**src/rtl/adsr_env_if.sv**
```systemverilog
// adsr_env_if: envelope control/level bundle; master drives gate and rates, slave (adsr_env) returns level and state
interface adsr_env_if #(parameter int WIDTH = 10);
  logic             gate;
  logic [WIDTH-1:0] attack_step;
  logic [WIDTH-1:0] decay_step;
  logic [WIDTH-1:0] sustain_level;
  logic [WIDTH-1:0] release_step;
  logic [WIDTH-1:0] out;
  logic             busy;
  logic [2:0]       state_o;
  modport master (output gate, attack_step, decay_step, sustain_level, release_step,
                  input out, busy, state_o);
  modport slave  (input gate, attack_step, decay_step, sustain_level, release_step,
                  output out, busy, state_o);
endinterface

```
**src/rtl/adsr_env.sv**
```systemverilog
// adsr_env: gate-triggered ADSR envelope; ports clk, rst (sync, active-high), bus (adsr_env_if.slave: gate, steps, sustain_level in; out, busy, state_o out); `define ADSR_GATE_SYNC_EN adds a 2-flop gate synchronizer
module adsr_env #(
  parameter int WIDTH    = 10,
  parameter int CLKSPEED = 48_000_000,
  parameter int TICK_HZ  = 1024
) (
  input logic         clk,
  input logic         rst,
  adsr_env_if.slave   bus
);
  localparam int DIV = CLKSPEED / TICK_HZ;
  localparam int CW  = $clog2(DIV);
  localparam logic [WIDTH-1:0] MAX = '1;
  localparam logic [2:0] IDLE = 3'd0, ATTACK = 3'd1, DECAY = 3'd2, SUSTAIN = 3'd3, RELEASE = 3'd4;
  logic [CW-1:0]       cnt;
  logic                tick, gate_s, gate_d, rise, fall;
  logic [2:0]          st, st_n;
  logic [WIDTH-1:0]    lvl, lvl_n;
  logic [WIDTH:0]      sum;
  logic signed [WIDTH:0] diff;
`ifdef ADSR_GATE_SYNC_EN
  logic [1:0] sync;
  always_ff @(posedge clk) sync <= rst ? 2'b00 : {sync[0], bus.gate};
  assign gate_s = sync[1];
`else
  assign gate_s = bus.gate;
`endif
  assign tick = cnt == CW'(DIV - 1);
  assign rise = gate_s & ~gate_d;
  assign fall = ~gate_s & gate_d;
  // one extra bit so overflow past MAX and underflow below 0 are visible
  assign sum  = {1'b0, lvl} + {1'b0, bus.attack_step};
  assign diff = $signed({1'b0, lvl}) - $signed({1'b0, bus.decay_step});
  // edges take precedence over ticks; a coinciding tick is dropped
  always_comb begin
    st_n  = st;
    lvl_n = lvl;
    if (rise) st_n = ATTACK;
    else if (fall && (st == ATTACK || st == DECAY || st == SUSTAIN)) st_n = RELEASE;
    else if (st == IDLE) lvl_n = '0;
    else if (tick) begin
      case (st)
        ATTACK: begin
          st_n  = sum >= {1'b0, MAX} ? DECAY : ATTACK;
          lvl_n = sum >= {1'b0, MAX} ? MAX : sum[WIDTH-1:0];
        end
        DECAY: begin
          st_n  = diff <= $signed({1'b0, bus.sustain_level}) ? SUSTAIN : DECAY;
          lvl_n = diff <= $signed({1'b0, bus.sustain_level}) ? bus.sustain_level : diff[WIDTH-1:0];
        end
        SUSTAIN: lvl_n = bus.sustain_level;
        RELEASE: begin
          st_n  = lvl <= bus.release_step ? IDLE : RELEASE;
          lvl_n = lvl <= bus.release_step ? '0 : lvl - bus.release_step;
        end
        default: begin
          st_n  = IDLE;
          lvl_n = '0;
        end
      endcase
    end
  end
  always_ff @(posedge clk) begin
    if (rst) begin
      cnt    <= '0;
      gate_d <= 1'b0;
      st     <= IDLE;
      lvl    <= '0;
    end else begin
      cnt    <= tick ? '0 : cnt + CW'(1);
      gate_d <= gate_s;
      st     <= st_n;
      lvl    <= lvl_n;
    end
  end
  assign bus.out     = lvl;
  assign bus.busy    = st != IDLE;
  assign bus.state_o = st;
endmodule

```
**src/flat_wrapper.sv**
```systemverilog
// flat-port wrapper written by rule: the top's interface ports become plain ports
module adsr_env_flat 
#(
  parameter int WIDTH    = 10,
  parameter int CLKSPEED = 48_000_000,
  parameter int TICK_HZ  = 1024
)
  (clk, rst, bus_gate, bus_attack_step, bus_decay_step, bus_sustain_level, bus_release_step, bus_out, bus_busy, bus_state_o);
  adsr_env_if #(.WIDTH(WIDTH)) bus_i ();
  input logic clk;
  input logic rst;
  input wire logic [$bits(bus_i.gate)-1:0] bus_gate;
  input wire logic [$bits(bus_i.attack_step)-1:0] bus_attack_step;
  input wire logic [$bits(bus_i.decay_step)-1:0] bus_decay_step;
  input wire logic [$bits(bus_i.sustain_level)-1:0] bus_sustain_level;
  input wire logic [$bits(bus_i.release_step)-1:0] bus_release_step;
  output wire logic [$bits(bus_i.out)-1:0] bus_out;
  output wire logic [$bits(bus_i.busy)-1:0] bus_busy;
  output wire logic [$bits(bus_i.state_o)-1:0] bus_state_o;
  assign bus_i.gate = bus_gate;
  assign bus_i.attack_step = bus_attack_step;
  assign bus_i.decay_step = bus_decay_step;
  assign bus_i.sustain_level = bus_sustain_level;
  assign bus_i.release_step = bus_release_step;
  assign bus_out = bus_i.out;
  assign bus_busy = bus_i.busy;
  assign bus_state_o = bus_i.state_o;
  adsr_env #(.WIDTH(WIDTH), .CLKSPEED(CLKSPEED), .TICK_HZ(TICK_HZ)) u_core (.clk(clk), .rst(rst), .bus(bus_i));
endmodule
```
**config.mk**
```make
export PLATFORM = sky130hd
export DESIGN_NAME = adsr_env_flat
export DESIGN_NICKNAME = d
export VERILOG_FILES = /design/src/rtl/adsr_env_if.sv /design/src/rtl/adsr_env.sv /design/src/flat_wrapper.sv
export SDC_FILE = /design/constraint.sdc
export NUM_CORES = 1
export LEC_CHECK = 0
export ABC_AREA = 1
export ABC_CLOCK_PERIOD_IN_PS = 2600
export CORE_ASPECT_RATIO = 1.4
export CORE_MARGIN = 8
export CORE_UTILIZATION = 25
export DETAILED_ROUTE_END_ITERATION = 16
export PLACE_DENSITY = 0.43
export SYNTH_ARGS = -nofsm -noshare
export SYNTH_HDL_FRONTEND = slang
export SYNTH_SLANG_ARGS = --single-unit
```
**constraint.sdc**
```tcl
create_clock -name clk -period 2.6 [get_ports clk]
set_input_delay 0.39 -clock clk [delete_from_list [all_inputs] [get_ports clk]]
set_output_delay 0.39 -clock clk [all_outputs]
set_load 0.03 [all_outputs]
```
==> impl_metrics.py, run 1 <==
metrics = {
    "status": {
        "status": "finished, violations left",
        "failing_checks": "negative setup slack",
    },
    "hold_path": {
        "hold-path-cell-count": 2,
        "hp-class": "reg2reg",
        "hold_path_end": "u_core.cnt[13]",
        "holdCritStartpoint": "u_core.cnt[13]",
    },
    "place": {
        "i_o_buffers": 56,
        "post_dp_cell_area_um2": 4996,
        "post-place-cells": 921,
        "gp_routability_congestion": 0.8833,
        "detailed_placement_hpwl_um": 11060,
    },
    "route": {
        "ant_nets_after_route": 0,
        "routedWlPerCell_um": 14.21,
        "vias": 4264,
        "drtIter0Drc": 154,
        "wirelength_met1_um": 5374,
        "met2WireLength_um": 7145,
        "route.detailed.drc": 0,
        "route.detailed.vias_per_inst": 4.512,
        "finalWirelength_um": 13430,
        "route.met3.wl_um": 614,
        "dr.pass1.iters": 4,
        "highest_layer": "met4",
    },
    "setup_path": {
        "r2r-end": "u_core.bus.out[4]",
        "r2r_setup_slk_ns": -0.27,
        "timing.rr.start": "u_core.bus.out[0]",
        "crit_path_max_fanout": 8,
        "worstPathRequired_ns": 2.76,
        "startpoint_type": "register",
        "critical_path_arrival_ns": 3.03,
        "timing.reg2reg.worst_path_depth": 23,
        "critical_path_end_type": "register",
        "crit_type": "reg2reg",
    },
    "timing": {
        "max_freq_mhz": 348.0,
        "postLayoutSetupSlackWorst_ns": -0.2735,
        "fin_crit_sh_pct": 110.5,
        "max_slew_violation_count": 0,
        "timing.max_slew.rel_slack_pct": 61.18,
        "grt_setup_unrepaired": "true",
        "worst_slew_pin_slew_ns": 0.5809,
        "timing_hold_violations_final": 0,
        "setup-tns-final_ns": -2.284,
        "clock_skew_ns": 0.008127,
        "final.min_clock_period_ns": 2.873,
        "setup_viol": 11,
    },
    "floorplan": {
        "ioPinCount": 57,
        "design.core.area_um2": 14920,
        "chipHeight_um": 161.9,
        "die_area_um2": 19460,
        "placementRows": 53,
        "initial_utilization_pct": 25.47,
        "die_width_um": 120.2,
    },
    "global_routing": {
        "grt_antenna_before_repair": 0,
        "grt_max_degree": 18,
        "grt_pass1_wl_um": 21240,
        "number_of_global_route_vias_before_repair": 4294,
        "grt_use_total_pct": 13.70,
        "globalRoute.totalOverflow": 0,
    },
    "logic_synthesis": {
        "netlist_instances": 626,
        "synth_largest_type_area_fraction_pct": 16.69,
        "ys_seq_area_share_pct": 15.81,
        "syn_area_um2": 3800,
        "synth-edff-count": 0,
        "ys_warn_count": 0,
        "synth.top_cells.by_area": "sky130_fd_sc_hd__nand2_1, sky130_fd_sc_hd__dfxtp_1, sky130_fd_sc_hd__ha_1, sky130_fd_sc_hd__inv_1, sky130_fd_sc_hd__nor2_1",
        "postSynthRegisterBits": 30,
        "postSynthNetCount": 714,
        "synth_flop_cell": "sky130_fd_sc_hd__dfxtp_1",
        "library_cells_used_by_synthesis": 42,
        "netlist.top_cell.by_area": "sky130_fd_sc_hd__nand2_1",
        "asyncSetResetFlopFracSynth_pct": 0,
        "mean_area_per_synthesized_cell_um2": 6.070,
    },
    "clock_network": {
        "clockRootBuffer": "sky130_fd_sc_hd__clkbuf_16",
        "cts-buffers-inserted": 5,
        "clock_insertion_delay_worst_skew_ns": 0.28,
        "cts.reportedPaths.clkPinSlew_ns": 0.05,
        "cts_tree": "built",
        "clk_path_buf_depth": 2,
        "cts.sink_count": 30,
        "cts_htree_levels": 2,
    },
    "finish": {
        "multi_input_area_um2": 2978,
        "final_cell_mix": "sky130_fd_sc_hd__nand2_1, sky130_fd_sc_hd__inv_1, sky130_fd_sc_hd__buf_4, sky130_fd_sc_hd__nor2_1, sky130_fd_sc_hd__clkdlybuf4s50_1",
        "finish.instance_area_um2": 5557,
        "drive_above_1_share_pct": 24.70,
        "layout.filler_cells": 1644,
        "commonest_non_fill_non_tap_cell_in_the_layout": "sky130_fd_sc_hd__nand2_1",
        "seq_area_um2": 613.1,
        "areaGrowthSynthToFinish_pct": 46.23,
        "diodes": 0,
        "layout.cells.non_filler": 945,
        "num-nets-final": 840,
    },
    "power_and_ir_drop": {
        "leakagePower_nw": 2.741,
        "irDropWorstVdd_mv": 0.1897,
        "power_density_nw_per_um2": 355.1,
    },
    "flow_run": {
        "drv.max_cap_violation_count": 0,
    },
}
[repair_timing]
action,4_1_cts,5_1_grt
resized for setup,56,11
pin swaps,30,13
buffers inserted,12,4
hold buffers,0,0
setup endpoints to repair,11,11
[critical path, cell delays in order (launching register included)]
cell                      delay, ns
sky130_fd_sc_hd__dfxtp_4       0.35
sky130_fd_sc_hd__inv_4         0.05
sky130_fd_sc_hd__ha_4          0.15
sky130_fd_sc_hd__fa_2          0.34
sky130_fd_sc_hd__inv_2         0.09
sky130_fd_sc_hd__nand2_2       0.06
sky130_fd_sc_hd__nand3_4       0.09
sky130_fd_sc_hd__xor2_2        0.18
sky130_fd_sc_hd__ha_1          0.27
sky130_fd_sc_hd__nand2_2       0.08
sky130_fd_sc_hd__inv_1         0.05
sky130_fd_sc_hd__a21oi_1       0.13
sky130_fd_sc_hd__nand2_1       0.06
sky130_fd_sc_hd__nand2_1       0.06
sky130_fd_sc_hd__nand2_1       0.06
sky130_fd_sc_hd__nand2_2       0.07
sky130_fd_sc_hd__nand2_4       0.12
sky130_fd_sc_hd__buf_6         0.15
sky130_fd_sc_hd__nand4_1       0.06
sky130_fd_sc_hd__nand2_1       0.06
sky130_fd_sc_hd__nor2_1        0.10
sky130_fd_sc_hd__nand2_1       0.07
sky130_fd_sc_hd__nand2_1       0.07
sky130_fd_sc_hd__a21oi_2       0.05
[worst max-delay path by stage]
| stage | end | depth (start not counted) | startpoint | slack (ns) |
|---|---|---|---|---|
| after floorplan | u_core.bus.out[5] | 23 | u_core.bus.out[0] | -0.11 |
| after detailed placement | u_core.bus.out[2] | 21 | bus_decay_step[2] | -0.90 |
| after CTS | u_core.bus.out[4] | 23 | u_core.bus.out[0] | -0.28 |
| final | u_core.bus.out[4] | 23 | u_core.bus.out[0] | -0.27 |
| after global routing | u_core.bus.out[4] | 23 | u_core.bus.out[0] | -0.49 |
| after global placement | u_core.bus.out[4] | 23 | bus_decay_step[0] | -0.87 |
[power breakdown]
part           switching, mW  internal, mW  total (mW)
Combinational          0.433         0.389       0.822
Sequential            0.0152         0.472       0.487
Clock                  0.224         0.440       0.664
Total                  0.672          1.30        1.97
[stage by stage]
stage	worst slack (ns)	hold slack (ns)	util, %	total power [mW]
2_1_floorplan	-0.1058	0.4297	-	0.9056
3_3_place_gp	-0.8654	0.4477	33.48	1.211
3_5_place_dp	-0.8987	0.4559	33.48	1.214
4_1_cts	-0.2824	0.4690	36.72	1.970
5_1_grt	-0.4916	0.4883	37.24	2.095
6_report	-0.2735	0.4679	37.24	1.973
[metal layers]
metal	up-vias	GRT usage, %
met5	-	0
met4	0	3.647
met3	15	3.057
met2	71	26.01
met1	1931	14.74
li1	2247	-
[layout make-up]
class / count / share of cell area [%]
inverters: 121 / 8.309
flip-flops and latches: 30 / 11.03
well taps: 192 / 4.323
clock buffers: 8 / 3.017
repair buffers: 127 / 19.73
multi-input cells: 467 / 53.59
[cells in the mapped netlist (9+ instances only)]
| cell type | n |
|---|---|
| sky130_fd_sc_hd__nor2_1 | 59 |
| sky130_fd_sc_hd__dfxtp_1 | 30 |
| sky130_fd_sc_hd__ha_1 | 42 |
| sky130_fd_sc_hd__nand2_1 | 169 |
| sky130_fd_sc_hd__nand3_1 | 40 |
| sky130_fd_sc_hd__nand4_1 | 12 |
| sky130_fd_sc_hd__nand3_2 | 9 |
| sky130_fd_sc_hd__o21ai_1 | 12 |
| sky130_fd_sc_hd__xor2_1 | 13 |
| sky130_fd_sc_hd__inv_1 | 107 |
| sky130_fd_sc_hd__a21oi_1 | 28 |
| sky130_fd_sc_hd__o21ai_0 | 11 |
| sky130_fd_sc_hd__nand2_2 | 9 |
| sky130_fd_sc_hd__inv_2 | 13 |
[flip-flops by register name, indices dropped and copies added (netlist names)]
register,count
u_core.cnt,16
u_core.bus.state_o,3
u_core.gate_d,1
u_core.bus.out,10
[cell families after synthesis]
logic type | synth area share [%]
XOR/XNOR | 4.379
buffers and inverters | 13.27
AND/OR/NAND/NOR | 39.68
flip-flops | 15.81
adder cells (fa/ha/maj) | 15.41
AO/OA/AOI/OAI | 11.46
Note: power is estimated with default switching activity, not from simulation.
==> run 2, diff against run 1 <==
ABC_AREA = default   (was 1)
ABC_CLOCK_PERIOD_IN_PS = 3100   (was 2600)
CTS_CLUSTER_DIAMETER = 80   (was default)
PLACE_DENSITY = 0.42   (was 0.43)
clock period = 3.1 ns   (was 2.6 ns; I/O delays follow)
==> impl_metrics.py, run 2 <==
metrics = {
    "power_and_ir_drop": {
        "swShare_pct": 27.65,
        "power.combinational.fraction_pct": 30.1,
        "power_density_nw_per_um2": 266.8,
        "leakagePower_nw": 2.362,
        "irDropWorstVdd_mv": 0.2333,
        "p_seq_share_pct": 27.1,
        "switchingPower_mw": 0.4073,
        "pwr-share-clk_pct": 42.8,
        "internal_power_mw": 1.066,
    },
    "global_routing": {
        "grt_pass1_wl_um": 19780,
        "grt_max_degree": 20,
        "number_of_global_route_vias_before_repair": 4055,
        "globalRoute.totalOverflow": 0,
        "grt_antenna_before_repair": 0,
        "grt_use_total_pct": 13.88,
    },
    "hold_path": {
        "holdCritStartpoint": "u_core.cnt[0]",
        "hold_path_end": "u_core.cnt[0]",
        "hold-path-cell-count": 1,
        "hp-class": "reg2reg",
    },
    "setup_path": {
        "crit_chain": "inv_4 -> ha_4 -> fa_2 -> nand2b_4 -> a21oi_4 -> a21o_1 -> a21oi_2 -> xnor2_2 -> ha_1 -> nand4_1 -> a21oi_2 -> o31ai_4 -> a21oi_2 -> buf_4 -> nand2_8 -> a311oi_2 -> a311oi_2",
        "crit_path_max_fanout": 4,
        "r2r-end": "u_core.bus.out[5]",
        "critical_path_end_type": "register",
        "timing.rr.start": "u_core.bus.out[0]",
        "startpoint_type": "register",
        "crit_path_frequent_cell": "sky130_fd_sc_hd__a21oi_2",
        "critical_path_arrival_ns": 3.37,
        "cpLargestDelayFamily": "compound AO/OA/AOI/OAI gates",
        "crit_type": "reg2reg",
        "worstPathRequired_ns": 3.22,
        "crit_buf_inv": 2,
        "timing.reg2reg.worst_path_depth": 17,
        "r2r_setup_slk_ns": -0.15,
        "cp_slowest_stage_delay_ns": 0.37,
        "crit_slowest_cell": "sky130_fd_sc_hd__dfxtp_4",
    },
    "timing": {
        "max_freq_mhz": 308.0,
        "timing.max_slew.rel_slack_pct": 48.28,
        "fin_crit_sh_pct": 104.7,
        "max_slew_violation_count": 0,
        "grt_setup_unrepaired": "true",
        "worst_slew_pin_slew_ns": 0.7734,
        "final.min_clock_period_ns": 3.246,
        "clock_skew_ns": 0.003072,
        "timing_hold_violations_final": 0,
        "setup_viol": 9,
        "postLayoutSetupSlackWorst_ns": -0.1465,
    },
    "finish": {
        "layout.cells.non_filler": 773,
        "layout.filler_cells": 1363,
        "final_cell_mix": "sky130_fd_sc_hd__buf_4, sky130_fd_sc_hd__clkdlybuf4s50_1, sky130_fd_sc_hd__nor2_1, sky130_fd_sc_hd__ha_1, sky130_fd_sc_hd__inv_1",
        "commonest_non_fill_non_tap_cell_in_the_layout": "sky130_fd_sc_hd__buf_4",
        "num-nets-final": 678,
        "areaGrowthSynthToFinish_pct": 62.96,
        "finish.instance_area_um2": 5522,
        "registers.top_by_ff_count": "u_core.cnt",
        "largest_register_ffs": 16,
        "drive_above_1_share_pct": 32.49,
        "diodes": 0,
    },
    "route": {
        "drtIter0Drc": 180,
        "route.detailed.vias_per_inst": 4.918,
        "dr.pass1.iters": 4,
        "vias": 3802,
        "wirelength_met1_um": 5159,
        "highest_layer": "met4",
        "met2WireLength_um": 6564,
        "route.detailed.drc": 0,
        "route.met3.wl_um": 346,
        "finalWirelength_um": 12330,
        "routedWlPerCell_um": 15.95,
        "ant_nets_after_route": 0,
    },
    "floorplan": {
        "die_width_um": 114.4,
        "ioPinCount": 57,
        "initial_utilization_pct": 25.43,
        "chipHeight_um": 153.7,
        "die_area_um2": 17590,
        "design.core.area_um2": 13330,
        "placementRows": 50,
    },
    "place": {
        "post_dp_cell_area_um2": 4782,
        "gp_routability_congestion": 0.8054,
        "post-place-cells": 748,
        "detailed_placement_hpwl_um": 9818,
        "i_o_buffers": 56,
    },
    "logic_synthesis": {
        "synth_area_in_xor_xnor_pct": 8.272,
        "main_combinational_cell_family_by_area_after_synthesis": "compound AO/OA/AOI/OAI gates",
        "simple_logic_cell_fraction_of_the_synthesized_area_pct": 25.22,
        "yosys-mux-area-fraction_pct": 0,
        "post-synth-top-count-cell": "sky130_fd_sc_hd__ha_1",
        "postSynthNetCount": 529,
        "ys_warn_count": 0,
        "ys_seq_area_share_pct": 17.73,
        "library_cells_used_by_synthesis": 59,
        "mean_area_per_synthesized_cell_um2": 7.683,
        "synth_flop_cell": "sky130_fd_sc_hd__dfxtp_1",
        "netlist.top_cell.by_area": "sky130_fd_sc_hd__dfxtp_1",
        "postSynthRegisterBits": 30,
        "synth-edff-count": 0,
        "syn_area_um2": 3388,
        "synth_fa_ha_area_share_pct": 17.28,
        "synth_compound_area_share_pct": 25.37,
        "netlist_instances": 441,
        "synthTopCellsByCount": "sky130_fd_sc_hd__ha_1, sky130_fd_sc_hd__inv_1, sky130_fd_sc_hd__nor2_1",
        "synth.top_cells.by_area": "sky130_fd_sc_hd__dfxtp_1, sky130_fd_sc_hd__ha_1, sky130_fd_sc_hd__a21oi_1, sky130_fd_sc_hd__xnor2_1, sky130_fd_sc_hd__inv_1",
        "asyncSetResetFlopFracSynth_pct": 0,
        "synth_largest_type_area_fraction_pct": 17.73,
    },
    "clock_network": {
        "cts.reportedPaths.clkPinSlew_ns": 0.05,
        "cts.sink_count": 30,
        "clk_path_buf_depth": 2,
        "clockRootBuffer": "sky130_fd_sc_hd__clkbuf_16",
        "clock_insertion_delay_worst_skew_ns": 0.28,
        "cts_htree_levels": 2,
        "cts_tree": "built",
        "cts-buffers-inserted": 5,
    },
    "flow_run": {
        "drv.max_cap_violation_count": 0,
    },
    "status": {
        "failing_checks": "negative setup slack",
        "status": "finished, violations left",
    },
}
## run 2: changes by cell type in the layout (fill, tap and decap cells not counted), sizes merged, moves of 5 or more
cell / delta
a211oi: +8
a21o: +9
a311oi: +12
and3: +8
buf: +26
inv: -81
nand2: -154
nand2b: +9
nand3: -24
nor2: -24
nor2b: +7
o21ai: -5
or3: +6
xnor2: +11
## run 2: worst max path at each step
stage,start,to,slack (ns),cells after the start
final,u_core.bus.out[0],u_core.bus.out[5],-0.15,17
after CTS,u_core.bus.out[0],u_core.bus.out[0],-0.16,16
after floorplan,u_core.bus.out[0],u_core.bus.out[0],-0.06,16
after global placement,bus_decay_step[0],u_core.bus.out[5],-0.73,15
after global routing,u_core.bus.out[0],u_core.bus.out[0],-0.31,16
after detailed placement,bus_decay_step[0],u_core.bus.out[4],-0.80,15
## run 2: timing repair
action                     CTS  global route
resized for setup           63            24
hold buffers                 0             0
buffers inserted             9            10
pin swaps                   42            31
setup endpoints to repair   11            12
## run 2: cell type report
type                    instances  area (um2)  share of cell area, %
clock inverters                 1       30.03                 0.5438
multi-input cells             362        3035                  54.97
clock buffers                   7       163.9                  2.968
repair buffers                153        1306                  23.66
well taps                     182       227.7                  4.124
flip-flops and latches         30       613.1                  11.10
inverters                      38       145.1                  2.629
## run 2: stage by stage
step                      util (%)  hold slack, ns  total power [mW]  TNS [ns]  setup slack (ns)
after floorplan                  -          0.4411            0.6045  -0.06241          -0.06241
after global placement       35.89          0.4637            0.7785    -7.630           -0.7295
after detailed placement     35.89          0.4624            0.7790    -8.088           -0.7979
after CTS                    39.74          0.4779             1.454   -0.6655           -0.1610
after global routing         41.44          0.5138             1.548    -2.714           -0.3136
final                        41.44          0.4738             1.473   -0.8967           -0.1465
## run 2: power groups by stage
stage	sequential (mW)	combinational [mW]	clock, mW
2_1_floorplan	0.410	0.194	0
3_3_place_gp	0.407	0.372	0
3_5_place_dp	0.407	0.372	0
4_1_cts	0.399	0.413	0.642
5_1_grt	0.400	0.486	0.662
6_report	0.399	0.443	0.631
## run 2: layer usage
layer | global-route usage, % | vias to the layer above
met5 | 0 | -
met4 | 4.583 | 0
met3 | 1.842 | 19
met2 | 26.19 | 64
met1 | 15.30 | 1790
li1 | - | 1929
## run 2: cells by family (layout without fill, tap and decap cells)
family	count (synthesis)	count (layout)
and+or+nand+nor	161	161
AOI/OAI and AO/OA	124	124
buffers and inverters	49	199
adders and majority gates	45	45
xor gates and xnor gates	32	32
DFF	30	30
==> run 3, diff against run 2 <==
RECOVER_POWER = 25   (was default)
==> results of run 3 <==
The final DEF is identical to that of run 2; final timing and power are the same.
==> RTL change: new RTL, settings of run 1 <==
The option `ADSR_GATE_SYNC_EN` is turned on by a define.
--- a/src/rtl/adsr_env.sv
+++ b/src/rtl/adsr_env.sv
@@ -1,3 +1,5 @@
 // adsr_env: gate-triggered ADSR envelope; ports clk, rst (sync, active-high), bus (adsr_env_if.slave: gate, steps, sustain_level in; out, busy, state_o out); `define ADSR_GATE_SYNC_EN adds a 2-flop gate synchronizer
+`define ADSR_GATE_SYNC_EN
+
 module adsr_env #(
   parameter int WIDTH    = 10,
Formal check against the unedited RTL: not equivalent (a bounded check fails within 4 cycles, from zero or initial values and one cycle with rst high).
==> RTL change against run 1 <==
The run still ends with negative setup slack left. Setup slack got worse by 0.085 ns. Design area is 6.1% higher. Via count rose by 3.0%. Sequential power up 3%. Sequential cell count up 2. Wire length is 5.1% higher. Highest routed layer unchanged. Area after synthesis decreased by 2.2%. Power fell by 14%.
==> RTL change: results (changes against run 1) <==
qor: placed_design.post-place-cells 919 [-0.22%]
qor: final_layout.fillCellCount 1537 [-6.5%]
qor: synthesis.synthDistinctLibCells 51 [+21%]
qor: synthesis.synth_top_cells_by_area sky130_fd_sc_hd__dfxtp_1, sky130_fd_sc_hd__nand2_1, sky130_fd_sc_hd__ha_1
qor: outcome.run_status finished, violations left
qor: sta.max_slew.worst_pin.slew 0.7985 ns [+0.2176 ns]
qor: sta.finalSetupTns -3.439 ns [-1.155 ns]
qor: final_layout.number_of_antenna_repair_diodes 0 [unchanged]
qor: routing.drt-total-wl 14.12 mm [+5.1%]
qor: global_routing.grt_usage 14.35% [+0.65 points]
qor: routing.route.vias.total 4390 [+3.0%]
qor: min_path.hold_path.startpoint u_core.sync[0]
qor: placed_design.dp.final_hpwl 11.39 mm [+2.9%]
qor: global_routing.grt_first_pass_wirelength 22.14 mm [+4.2%]
qor: final_layout.design.final.nets 852 [+1.4%]
qor: global_routing.grt_start_max_net_pins 16 [-2]
qor: worst_setup_path.path_max_fanout 6 [-2]
qor: global_routing.grt_pass1_vias 4556 [+6.1%]
qor: min_path.hold_end u_core.sync[1]
qor: routing.initialDrtViolationCount 133 [-14%]
qor: synthesis.syn_avg_cell_area 6.154 um^2 [+1.4%]
qor: power.static-leakage-power 2.872 nW [+4.8%]
qor: placed_design.gp_congestion 0.9132 [+3.4%]
qor: routing.post_drt_via_cell_ratio 4.602 [+2.0%]
qor: worst_setup_path.launch_point_of_the_worst_reg_to_reg_path u_core.bus.out[4]
qor: worst_setup_path.worst_case_reg_to_reg_path_depth 18 [-22%]
qor: power.max-vdd-ir-drop 0.3112 mV [+64%]
qor: worst_setup_path.slowest_stage sky130_fd_sc_hd__ha_4
qor: power.switching_share_of_power 29.31% [-4.7 points]
qor: synthesis.yosys-top-cells-count sky130_fd_sc_hd__nand2_1, sky130_fd_sc_hd__inv_1, sky130_fd_sc_hd__nor2_1
qor: clock_tree.clk_pin_slew_worst_paths 0.06 ns
qor: sta.setup_slack -0.3584 ns [-0.08490 ns]
qor: sta.report.final.setup_viol 11 [unchanged]
qor: worst_setup_path.crit_path_max_incr_delay 0.29 ns [-0.06 ns]
qor: worst_setup_path.crit_arrival 3.17 ns [+0.14 ns]
qor: sta.worst_clock_skew 0.008336 ns [+0.0002091 ns]
qor: worst_setup_path.regToRegEndpoint u_core.bus.out[7]
qor: outcome.failed_checks negative setup slack
qor: worst_setup_path.r2r_slack -0.36 ns [-0.08 ns]
-- RTL change: cells by family after synthesis --
| kind of cell | Yosys count | synth area share, % |
|---|---|---|
| simple gates | 320 | 39.48 |
| buf+inv | 117 | 12.12 |
| compound gates | 79 | 12.62 |
| fa+ha+maj | 45 | 15.75 |
| flops | 32 | 17.23 |
| xor+xnor | 11 | 2.794 |
-- RTL change: power groups by stage --
stage	logic [W]	registers [W]	clock network [W]
floorplan	0.000189	0.000513	0
global placement	0.000382	0.000512	0
detailed placement	0.000384	0.000512	0
CTS	0.000444	0.000501	0.000733
global route	0.000524	0.000502	0.000745
finish	0.000477	0.000501	0.000711
-- RTL change: how the worst max path moves through the flow --
stage                            from                 to  slack [ns]
global route        bus_decay_step[3]  u_core.bus.out[7]       -0.52
detailed placement  bus_decay_step[3]  u_core.bus.out[7]       -1.14
finish              bus_decay_step[4]  u_core.bus.out[7]       -0.36
floorplan           u_core.bus.out[0]  u_core.bus.out[4]       -0.13
global placement    bus_decay_step[3]  u_core.bus.out[7]       -1.15
CTS                 u_core.bus.out[0]  u_core.bus.out[5]       -0.30
-- RTL change: metal layers --
metal / up-vias / part of all wire [%] / track usage, %
li1: 2262 / - / -
met1: 1994 / 39 / 14.81
met2: 96 / 52 / 26.67
met3: 38 / 3.3 / 2.188
met4: 0 / 5.5 / 8.252
met5: - / 0 / 0
-- RTL change: worst min-delay path, delay by kind of cell, from the launching register on --
family	cells	cell delay (ns)
buffers and inverters	1	0.04
AND/OR/NAND/NOR	1	0.03
flip-flops	1	0.30
-- RTL change: timing repair --
action,CTS,global route
hold buffers,0,0
gates resized for setup,70,31
hold endpoints to repair,0,0
pin swaps,54,24
endpoints found under the setup margin,11,12
buffers inserted,21,6
-- RTL change: stage by stage --
step / hold WS, ns / setup slack (ns) / power [W] / cell area [um^2]
after floorplan: 0.3883 / -0.1348 / 0.0007019 / 3781
after global placement: 0.3918 / -1.147 / 0.0008934 / 5114
after detailed placement: 0.4023 / -1.143 / 0.0008956 / 5114
after CTS: 0.4105 / -0.3047 / 0.001678 / 5703
after global routing: 0.4323 / -0.5205 / 0.001771 / 5896
final: 0.4067 / -0.3584 / 0.001689 / 5896
-- RTL change: layout make-up --
type / instances / share of cell area [%]
Tap cell: 189 / 4.011
Timing Repair Buffer: 158 / 22.86
Multi-Input combinational cell: 455 / 51.78
Clock inverter: 3 / 0.7852
Clock buffer: 5 / 2.122
Inverter: 112 / 7.364
Sequential cell: 32 / 11.08
